[config.mk]
export PLATFORM = sky130hd
export DESIGN_NAME = dpram_rr_arbiter_flat
export DESIGN_NICKNAME = d
export VERILOG_FILES = /design/src/rtl/dpram_rr_arbiter_pkg.sv /design/src/rtl/dpram_rr_arbiter_if.sv /design/src/rtl/dpram_rr_arbiter_rr_pick2.sv /design/src/rtl/dpram_rr_arbiter.sv /design/src/flat_wrapper.sv
export SDC_FILE = /design/constraint.sdc
export NUM_CORES = 1
export LEC_CHECK = 0
export ABC_AREA = 1
export CORE_MARGIN = 2
export CORE_UTILIZATION = 38
export CTS_CLUSTER_SIZE = 8
export DETAILED_ROUTE_END_ITERATION = 8
export GPL_ROUTABILITY_DRIVEN = 0
export PLACE_DENSITY = 0.79
export SLEW_MARGIN = 20
export SYNTH_ARGS = -nofsm -noshare
export SYNTH_HDL_FRONTEND = slang
export SYNTH_HIERARCHICAL = 1
export SYNTH_SLANG_ARGS = --single-unit
[constraint.sdc]
create_clock -name clk -period 1.6 [get_ports clk]
set_input_delay 0.32 -clock clk [delete_from_list [all_inputs] [get_ports clk]]
set_output_delay 0.32 -clock clk [all_outputs]
set_load 0.05 [all_outputs]
[src/rtl/dpram_rr_arbiter_pkg.sv]
// Shared definitions for the dual-port RAM round-robin arbiter slice:
// FSM encoding, default widths and requester ids.
package dpram_rr_arbiter_pkg;

  localparam int ADDR_W_DEF = 5;
  localparam int DATA_W_DEF = 8;

  localparam logic REQ_A = 1'b0;
  localparam logic REQ_B = 1'b1;

  typedef enum logic [1:0] {
    IDLE = 2'd0,
    ACC  = 2'd1,
    RD   = 2'd2
  } state_t;

endpackage

[src/rtl/dpram_rr_arbiter_if.sv]
// Requester handshakes plus the RAM-side bus of the arbiter.
// The arbiter sits on the slave modport; requesters and the RAM sit on master.
interface dpram_rr_arbiter_if
  import dpram_rr_arbiter_pkg::*;
#(
  parameter int ADDR_W = ADDR_W_DEF,
  parameter int DATA_W = DATA_W_DEF
);

  logic              req0, req1;
  logic              we0, we1;
  logic [ADDR_W-1:0] addr0, addr1;
  logic [DATA_W-1:0] wdata0, wdata1;
  logic              gnt0, gnt1;
  logic              rvalid0, rvalid1;
  logic [DATA_W-1:0] rdata;

  logic [ADDR_W-1:0] ram_addr;
  logic [DATA_W-1:0] ram_data_in;
  logic              ram_wr_en;
  logic              ram_port_A_enb, ram_port_B_enb;
  logic [DATA_W-1:0] ram_data_out_A, ram_data_out_B;

  modport slave (
    input  req0, req1, we0, we1, addr0, addr1, wdata0, wdata1,
    input  ram_data_out_A, ram_data_out_B,
    output gnt0, gnt1, rvalid0, rvalid1, rdata,
    output ram_addr, ram_data_in, ram_wr_en, ram_port_A_enb, ram_port_B_enb
  );

  modport master (
    output req0, req1, we0, we1, addr0, addr1, wdata0, wdata1,
    output ram_data_out_A, ram_data_out_B,
    input  gnt0, gnt1, rvalid0, rvalid1, rdata,
    input  ram_addr, ram_data_in, ram_wr_en, ram_port_A_enb, ram_port_B_enb
  );

endinterface

[src/rtl/dpram_rr_arbiter_rr_pick2.sv]
// Combinational 2-way round-robin selector: a lone request wins outright,
// a tie goes to the requester that did not win last time.
module rr_pick2
  import dpram_rr_arbiter_pkg::*;
(
  input  logic req0,
  input  logic req1,
  input  logic last_grant,
  output logic valid,
  output logic winner
);

  always_comb begin
    valid  = req0 | req1;
    winner = REQ_A;
    if (req0 && req1) winner = ~last_grant;
    else if (req1)    winner = REQ_B;
  end

endmodule

[src/rtl/dpram_rr_arbiter.sv]
// Serialises two requesters onto a shared-address dual-port RAM:
// IDLE arbitrates, ACC drives the winner's port, RD captures read data.
module dpram_rr_arbiter
  import dpram_rr_arbiter_pkg::*;
#(
  parameter int ADDR_W = ADDR_W_DEF,
  parameter int DATA_W = DATA_W_DEF
) (
  input logic          clk,
  input logic          rst_n,
  dpram_rr_arbiter_if.slave bus
);

  state_t            state;
  logic              winner;
  logic              last_grant;
  logic              op_we;
  logic [ADDR_W-1:0] addr_q;
  logic [DATA_W-1:0] wdata_q;
  logic [DATA_W-1:0] rdata_q;
  logic              wr_en_q;
  logic              rvalid0_q, rvalid1_q;

  logic              pick_valid;
  logic              pick_winner;
  logic              sel_we;
  logic [ADDR_W-1:0] sel_addr;
  logic [DATA_W-1:0] sel_wdata;

  rr_pick2 u_pick (
    .req0       (bus.req0),
    .req1       (bus.req1),
    .last_grant (last_grant),
    .valid      (pick_valid),
    .winner     (pick_winner)
  );

  always_comb begin
    sel_we    = bus.we0;
    sel_addr  = bus.addr0;
    sel_wdata = bus.wdata0;
    if (pick_winner == REQ_B) begin
      sel_we    = bus.we1;
      sel_addr  = bus.addr1;
      sel_wdata = bus.wdata1;
    end
  end

  // wr_en is registered alongside the address so it is high exactly in ACC.
  always_ff @(posedge clk or negedge rst_n) begin
    if (!rst_n) begin
      state      <= IDLE;
      winner     <= REQ_A;
      last_grant <= REQ_B;
      op_we      <= 1'b0;
      addr_q     <= '0;
      wdata_q    <= '0;
      rdata_q    <= '0;
      wr_en_q    <= 1'b0;
      rvalid0_q  <= 1'b0;
      rvalid1_q  <= 1'b0;
    end else begin
      wr_en_q   <= 1'b0;
      rvalid0_q <= 1'b0;
      rvalid1_q <= 1'b0;
      unique case (state)
        IDLE: begin
          if (pick_valid) begin
            winner     <= pick_winner;
            last_grant <= pick_winner;
            op_we      <= sel_we;
            addr_q     <= sel_addr;
            wdata_q    <= sel_wdata;
            wr_en_q    <= sel_we;
            state      <= ACC;
          end
        end
        ACC: state <= op_we ? IDLE : RD;
        RD: begin
          rdata_q   <= (winner == REQ_B) ? bus.ram_data_out_B : bus.ram_data_out_A;
          rvalid0_q <= (winner == REQ_A);
          rvalid1_q <= (winner == REQ_B);
          state     <= IDLE;
        end
        default: state <= IDLE;
      endcase
    end
  end

  assign bus.gnt0           = (state == ACC) && (winner == REQ_A);
  assign bus.gnt1           = (state == ACC) && (winner == REQ_B);
  assign bus.ram_port_A_enb = bus.gnt0;
  assign bus.ram_port_B_enb = bus.gnt1;
  assign bus.ram_wr_en      = wr_en_q;
  assign bus.ram_addr       = addr_q;
  assign bus.ram_data_in    = wdata_q;
  assign bus.rdata          = rdata_q;
  assign bus.rvalid0        = rvalid0_q;
  assign bus.rvalid1        = rvalid1_q;

endmodule
[src/flat_wrapper.sv]
// flat-port wrapper written by rule: the top's interface ports become plain ports
module dpram_rr_arbiter_flat import dpram_rr_arbiter_pkg::*;
#(
  parameter int ADDR_W = ADDR_W_DEF,
  parameter int DATA_W = DATA_W_DEF
)
  (clk, rst_n, bus_req0, bus_req1, bus_we0, bus_we1, bus_addr0, bus_addr1, bus_wdata0, bus_wdata1, bus_ram_data_out_A, bus_ram_data_out_B, bus_gnt0, bus_gnt1, bus_rvalid0, bus_rvalid1, bus_rdata, bus_ram_addr, bus_ram_data_in, bus_ram_wr_en, bus_ram_port_A_enb, bus_ram_port_B_enb);
  dpram_rr_arbiter_if #(.ADDR_W(ADDR_W), .DATA_W(DATA_W)) bus_i ();
  input logic clk;
  input logic rst_n;
  input wire logic [$bits(bus_i.req0)-1:0] bus_req0;
  input wire logic [$bits(bus_i.req1)-1:0] bus_req1;
  input wire logic [$bits(bus_i.we0)-1:0] bus_we0;
  input wire logic [$bits(bus_i.we1)-1:0] bus_we1;
  input wire logic [$bits(bus_i.addr0)-1:0] bus_addr0;
  input wire logic [$bits(bus_i.addr1)-1:0] bus_addr1;
  input wire logic [$bits(bus_i.wdata0)-1:0] bus_wdata0;
  input wire logic [$bits(bus_i.wdata1)-1:0] bus_wdata1;
  input wire logic [$bits(bus_i.ram_data_out_A)-1:0] bus_ram_data_out_A;
  input wire logic [$bits(bus_i.ram_data_out_B)-1:0] bus_ram_data_out_B;
  output wire logic [$bits(bus_i.gnt0)-1:0] bus_gnt0;
  output wire logic [$bits(bus_i.gnt1)-1:0] bus_gnt1;
  output wire logic [$bits(bus_i.rvalid0)-1:0] bus_rvalid0;
  output wire logic [$bits(bus_i.rvalid1)-1:0] bus_rvalid1;
  output wire logic [$bits(bus_i.rdata)-1:0] bus_rdata;
  output wire logic [$bits(bus_i.ram_addr)-1:0] bus_ram_addr;
  output wire logic [$bits(bus_i.ram_data_in)-1:0] bus_ram_data_in;
  output wire logic [$bits(bus_i.ram_wr_en)-1:0] bus_ram_wr_en;
  output wire logic [$bits(bus_i.ram_port_A_enb)-1:0] bus_ram_port_A_enb;
  output wire logic [$bits(bus_i.ram_port_B_enb)-1:0] bus_ram_port_B_enb;
  assign bus_i.req0 = bus_req0;
  assign bus_i.req1 = bus_req1;
  assign bus_i.we0 = bus_we0;
  assign bus_i.we1 = bus_we1;
  assign bus_i.addr0 = bus_addr0;
  assign bus_i.addr1 = bus_addr1;
  assign bus_i.wdata0 = bus_wdata0;
  assign bus_i.wdata1 = bus_wdata1;
  assign bus_i.ram_data_out_A = bus_ram_data_out_A;
  assign bus_i.ram_data_out_B = bus_ram_data_out_B;
  assign bus_gnt0 = bus_i.gnt0;
  assign bus_gnt1 = bus_i.gnt1;
  assign bus_rvalid0 = bus_i.rvalid0;
  assign bus_rvalid1 = bus_i.rvalid1;
  assign bus_rdata = bus_i.rdata;
  assign bus_ram_addr = bus_i.ram_addr;
  assign bus_ram_data_in = bus_i.ram_data_in;
  assign bus_ram_wr_en = bus_i.ram_wr_en;
  assign bus_ram_port_A_enb = bus_i.ram_port_A_enb;
  assign bus_ram_port_B_enb = bus_i.ram_port_B_enb;
  dpram_rr_arbiter #(.ADDR_W(ADDR_W), .DATA_W(DATA_W)) u_core (.clk(clk), .rst_n(rst_n), .bus(bus_i));
endmodule
# After elaboration in Yosys (flattened, before gate mapping)
# Cells that the tools add are included.
# classes
shift	0
order_cmp	0
mux	13
bitwise_logic	3
n_eq_ne	3
reduce_logical	5
mul	0
addsub	0
n_div	0
# ops
op	count
$mux W8	2
$mux W1	7
$mux W5	1
$mux W2	2
$pmux W2 S2	1
$logic_and A1 B1 Y1	3
$eq A2 B1 Y1 const B	1
$eq A2 B2 Y1 const B	1
$logic_not A2 Y1	1
$ne A2 B1 Y1 const B	1
$not A1 Y1	2
$reduce_and A2 Y1	1
$or A1 B1 Y1	1
# totals
output_inout_bits	28
reg_bits	29
memories	0
romBits	0
latchBits	0
ramBits	0
input_bits	48
elab_cells	34

# Logic depth before layout (Yosys ltp)
# Gate-level depths: netlist of run 1.
# depth
word_depth	5
ltp_mapped	9

# Hierarchy
# Netlist of run 1, hierarchy kept.
# by_module_without_submodules
module	area_per_inst_um2	seq_area_each_um2	cells_per_inst	n_inst
dpram_rr_arbiter	1381.3	726.9	190	1
rr_pick2	15.0	0.0	3	1

# Worst setup path before layout of run 1
# Ideal clock, no wire load.
# synth_timing
path_kind	register -> output
start	register u_core.winner
end	output port bus_ram_port_B_enb
stages_incl_launch_ff	4
required_ps	1280
path_buffers	1
arrival_time_ps	1596
slack_ps	-316
path_cell_list	dfrtp_1 clkinv_1 nor2_1 buf_4
# synth_via
elab_chain_cells	1
# synth_rtl
item	line	rtl
start, declared	dpram_rr_arbiter.sv:15	logic winner;
start signal, assigned	dpram_rr_arbiter.sv:69	winner <= pick_winner;
$logic_and A1 B1 Y1	dpram_rr_arbiter.sv:91	assign bus.gnt1 = (state == ACC) && (winner == REQ_B);
end, declared	flat_wrapper.sv:30	output wire logic [$bits(bus_i.ram_port_B_enb)-1:0] bus_ram_port_B_enb;
# No other way between the ends.

# Worst setup path after layout of run 1
# layout_timing
start	register u_core.state[1]
end	output port bus_gnt0
# layout_via
elab_chain_cells	2
# layout_rtl
item	line	rtl
start, declared	dpram_rr_arbiter.sv:14	state_t state;
start signal, assigned	dpram_rr_arbiter.sv:78	ACC: state <= op_we ? IDLE : RD;
$eq A2 B1 Y1	dpram_rr_arbiter.sv:90	assign bus.gnt0 = (state == ACC) && (winner == REQ_A);
$logic_and A1 B1 Y1	dpram_rr_arbiter.sv:90	
end, declared	flat_wrapper.sv:21	output wire logic [$bits(bus_i.gnt0)-1:0] bus_gnt0;
# No other way between the ends.

==> impl_metrics.ini, run 1 <==
[place]
post-place-ws_ns = -0.1886
dp.cells = 314
io_buffers = 75
dpl.hpwl_mm = 2.572

[cts]
cts_buffer_depth = 2
cts_htree_levels = 2
cts.sinks = 29
holdBufCountCts = 0
cts_setup_buffers = 0
clkLatencyLatePin_ns = 0.28
cts_tree = yes
clk_pin_slew_ns = 0.06
clockRootBuffer = clkbuf_8
numCtsBuffers = 5

[synth]
synth_largest_area_cell = dfrtp_1
syn_area_um2 = 1396
yosys-top-cells-count = nand2_1 (137), dfrtp_1 (28), nor2_1 (6), buf_4 (3), inv_2 (3)
syn_inst = 193
synth_most_common_cell = nand2_1
synthTopCellsByArea = dfrtp_1 (50%), nand2_1 (37%), dfstp_2 (1.9%), buf_4 (1.6%), buf_6 (1.6%)
netlist.area_leader.share_pct = 50.18
synth_edf_count = 0
syn_area_per_cell_um2 = 7.235
ys_async_sr_fraction_pct = 100.0
syn_nets = 241
yosys.cell_types.count = 17
yosysWarnings = 6
ys_seq_area_share_pct = 52.06
ys.flop_type = dfrtp_1
synth-seq-cells = 29

[sta]
hold_viol_final = 0
setup_viol = 0
max_freq_mhz = 651.8
period_share_pct = 95.89
slew_violations = 0
layout_min_cycle_time_ns = 1.534
hold_slack_ns = 0.3994
setup_slack_ns = 0.06575
rsz0062_at_grt = false
maxSlewHeadroom_pct = 73.51
fin_skew_ns = 0.003509
tightestPinTransition_ns = 0.3969

[worst_setup_path]
cpPeakStageDelay_ns = 0.39
regToRegSetupSlack_ns = 0.37
crit_arrival_ns = 1.21
cp_cell_sequence = inv_2 > nand2_2 > nor2_4 > buf_12
cp-end-kind = output port
cp.required_ns = 1.28
r2r-start = u_core/state[0]$_DFFE_PN0P_
slowest_stage = dfrtp_1
worst-path-buf-inv = 2
path_class = reg2out
r2r-end = u_core/bus.rdata[6]$_DFFE_PN0N_
worstSetupStartpointType = flip-flop
crit_family = flip-flops
worstPathMaxFanout = 3
r2r_cells = 4

[drt]
drt-vias-per-instance = 4.345
drc = 0
dr.first_iter.drc_count = 32
num_vias = 1399
drt-total-wl_mm = 3.441
drt_first_pass_iters = 4
routedWlPerCell_um = 10.69
ant_nets = 0

[floorplanning]
die_h_um = 64.62
dieArea_um2 = 4176
rows = 22
die-width_um = 64.62
initial_utilization_pct = 38.72
core_area_um2 = 3606
boundaryPins = 76

[grt]
grt_start_max_net_pins = 30
overflow = 0
antenna_found_initial = 0
grt_pass1_wl_mm = 5.851
grt_use_total_pct = 18.41
grt_pass1_vias = 1311

[finish]
nets = 321
final_layout_size_suffix_gt1_share_pct = 18.98
stdcell_count = 322
final-seq-area_um2 = 729.5
area_growth_pct = 63.35
antenna_cells = 0
fillers = 342
multi_input_area_um2 = 600.6

[worst_hold_path]
hp-class = in2async

[power]
peakVddDrop_mv = 0.8247
totalPowerFinal_uw = 4740
leakage_uw = 0.001224
power_density_nw_per_um2 = 2078

[status]
status = finished, final reports clean

[job]
max_cap_viol_count = 0
-- layout make-up --
| cell class | count | share of cell area [%] |
|---|---|---|
| clock buffers | 8 | 3.511 |
| well taps | 48 | 2.633 |
| repair buffers | 81 | 34.56 |
| flip-flops and latches | 29 | 31.98 |
| inverters | 6 | 0.9874 |
| multi-input cells | 150 | 26.33 |
-- how the worst max path moves through the flow --
stage	from	end	slack (ns)	cells past startpoint
after floorplan	u_core/winner$_DFFE_PN0P_	bus_ram_port_B_enb	0.10	3
after global placement	bus_req1	u_core/op_we$_DFFE_PN0P_	-0.13	6
after detailed placement	bus_req0	u_core/op_we$_DFFE_PN0P_	-0.19	6
after CTS	u_core/state[1]$_DFFE_PN0P_	bus_gnt0	0.02	4
after global routing	u_core/state[1]$_DFFE_PN0P_	bus_gnt0	0.002	4
final	u_core/state[1]$_DFFE_PN0P_	bus_gnt0	0.07	4
-- stage by stage --
step	util, %	setup TNS, ns	instance area, um2
finish	63.25	0	2281
global route	63.25	0	2281
CTS	63.01	0	2272
detailed placement	60.76	-2.273	2191
global placement	60.76	-1.296	2191
floorplan	-	0	1411
-- report_power, final --
| part | internal [uW] | switching, uW | total (uW) |
|---|---|---|---|
| combinational | 938 | 1940 | 2870 |
| sequential | 1090 | 214 | 1300 |
| clock | 308 | 260 | 568 |
| total | 2330 | 2410 | 4740 |
-- logic make-up after synthesis --
group / after synthesis / share of synthesized area (%)
buf+inv: 14 / 6.540
simple gates: 149 / 41.04
flops: 29 / 52.06
compound gates: 1 / 0.3581
-- worst reg2reg max path, delay by kind of cell, from the launching register on --
kind	cells	cell delay, ns
simple gates	3	0.51
flops	1	0.45
buf+inv	1	0.17
-- repair_timing --
item,4_1_cts,5_1_grt
gates resized for setup,1,3
pin swaps,0,1
setup endpoints to repair,2,7
cloned,0,0
-- per-layer routing --
layer | vias to the layer above | track usage, % | part of all wire, %
li1 | 732 | - | -
met1 | 599 | 22.56 | 46
met2 | 62 | 29.69 | 44
met3 | 6 | 7.118 | 9.2
met4 | 0 | 6.383 | 1.5
met5 | - | 0 | 0
-- state kept, by name, indices dropped and copies added (netlist names) --
register and cells:
u_core/bus.ram_data_in 8, u_core/bus.rdata 8, u_core/bus.ram_addr 5, u_core/state 2, u_core/bus.ram_wr_en 1, u_core/bus.rvalid0 1, u_core/bus.rvalid1 1, u_core/last_grant 1
u_core/op_we 1, u_core/winner 1
-- layout by cell type, fill, tap and decap left out, drive strengths merged --
master         instances
clkbuf                 8
nand3                  1
dfstp                  1
clkdlybuf4s50         47
clkinv                 1
dfrtp                 28
inv                    5
buf                   34
a21oi                  1
nand2                139
or2                    1
nor2                   8
Power figures use the tool's default switching activity.
==> run 2: changes to the inputs <==
- CORE_ASPECT_RATIO: default -> 1.25
==> run 2 against run 1 <==
Design area is 1.2% lower. Critical path depth stayed put. Die area hardly changed. Clock-buffer cell count stayed put. Non-clock buffer count is 1 lower. Wire length is 3.4% lower. Global-route usage is 0.93 points lower. Register-to-register slack worse by 0.02 ns. Combinational power hardly changed. First-iteration DRC count is 13% lower.
==> impl_metrics.ini, run 2 (synthesis gave the netlist of run 1 again) <==
[status]
status = finished, final reports clean

[place]
io_buffers = 75
dpl.hpwl_mm = 2.481
place_area_um2 = 2160
post-place-ws_ns = -0.1331

[floorplanning]
rows = 24
die-width_um = 58.22
die_h_um = 71.78
core_area_um2 = 3513
boundaryPins = 76
dieArea_um2 = 4179
initial_utilization_pct = 39.74

[sta]
setup_slack_ns = 0.07020
setup_viol = 0
maxSlewHeadroom_pct = 63.12
fin_skew_ns = 0.004927
hold_slack_ns = 0.4341
layout_min_cycle_time_ns = 1.530
rsz0062_at_grt = false
hold_viol_final = 0
slew_violations = 0
tightestPinTransition_ns = 0.5526
period_share_pct = 95.61
max_freq_mhz = 653.7

[worst_setup_path]
r2r_cells = 5
cp.required_ns = 1.28
slowest_stage = dfrtp_1
worstPathMaxFanout = 3
cp-end-kind = output port
path_class = reg2out
worstSetupStartpointType = flip-flop
cp_cell_sequence = inv_2 > nand2_2 > nor2_4 > buf_12
cpPeakStageDelay_ns = 0.39
crit_arrival_ns = 1.21

[job]
max_cap_viol_count = 0

[finish]
layout_commonest_cell = nand2_1
nets = 320
final_cell_mix = nand2_1 (136), clkdlybuf4s50_1 (47), buf_4 (29)
final_layout_size_suffix_gt1_share_pct = 18.68
antenna_cells = 0
design_area_um2 = 2253
area_growth_pct = 61.38

[power]
peakVddDrop_mv = 1.399
leakage_uw = 0.001221
power_density_nw_per_um2 = 2102
totalPowerFinal_uw = 4738

[grt]
grt_start_max_net_pins = 30
grt_pass1_wl_mm = 5.658
antenna_found_initial = 0
busiest_layer = met2
use_met3_pct = 6.318
grt_use_total_pct = 17.48
grt_pass1_vias = 1344
globalRouteMet2Util_pct = 31.57
grt.met1_usage_pct = 19.04
overflow = 0

[drt]
drt-total-wl_mm = 3.323
num_vias = 1387
drt-vias-per-instance = 4.446
routedWlPerCell_um = 10.65
drt_first_pass_iters = 4
drc = 0
ant_nets = 0
dr.first_iter.drc_count = 28

[cts]
cts_setup_buffers = 0
numCtsBuffers = 5
clockRootBuffer = clkbuf_8
cts_htree_levels = 2
clk_pin_slew_ns = 0.06
holdBufCountCts = 0
cts_buffer_depth = 2
clkLatencyLatePin_ns = 0.27
cts_tree = yes
cts.sinks = 29

[worst_hold_path]
hp-class = in2async
[run 2: cell count changes in the layout (fill, tap and decap cells not counted)]
cell / before / now
buf_12: 5 / 4
clkbuf_1: 3 / 2
clkbuf_8: 5 / 6
dfrtp_1: 26 / 27
dfrtp_2: 2 / 1
nor2_2: 1 / 2
nor2_4: 3 / 2
[run 2: timing repair]
action | in CTS | in global routing
gates resized for setup | 0 | 2
hold endpoints to repair | 0 | 0
endpoints found under the setup margin | 0 | 4
[run 2: per-stage QoR]
step                TNS, ns  instances  utilization, %
detailed placement   -1.489        304           61.47
CTS                       0        312           64.03
finish                    0        312           64.14
global placement    -0.8499        304           61.47
global route              0        312           64.14
floorplan                 0        193               -
[run 2: layout make-up]
type | count | area [um2]
fill | 328 | 1260
timing repair buffer | 80 | 768.2
sequential | 29 | 728.2
multi-input combinational | 150 | 595.6
clock buffer | 8 | 90.09
tap | 39 | 48.80
inverter | 6 | 22.52
[run 2: report_power, final]
part / switching, uW / internal (uW)
sequential: 212 / 1080
combinational: 1920 / 922
clock: 249 / 350
[run 2: path summary, 6_finish.rpt]
path | startpoint | to | slack [ns]
hold reg to reg | u_core/op_we$_DFFE_PN0P_ | u_core/state[1]$_DFFE_PN0P_ | 0.44
hold / removal | rst_n | u_core/bus.ram_data_in[2]$_DFFE_PN0P_ | 0.43
max in group asynchronous | rst_n | u_core/last_grant$_DFFE_PN1P_ | 0.86
min in group clk | u_core/op_we$_DFFE_PN0P_ | u_core/state[1]$_DFFE_PN0P_ | 0.44
setup / recovery | u_core/state[1]$_DFFE_PN0P_ | bus_ram_port_B_enb | 0.07
setup reg to reg | u_core/state[1]$_DFFE_PN0P_ | u_core/op_we$_DFFE_PN0P_ | 0.35
[run 2: metal layers]
metal  up-vias  share of wire (%)
met5         -                  0
met4         0               0.81
met3         5                9.6
met2        58                 48
met1       598                 41
li1        726                  -
[run 2: critical path, delay by kind of cell (launching register included)]
kind,cells,cell delay [ns]
flip-flops,1,0.39
AND/OR/NAND/NOR,2,0.29
buffers and inverters,2,0.25
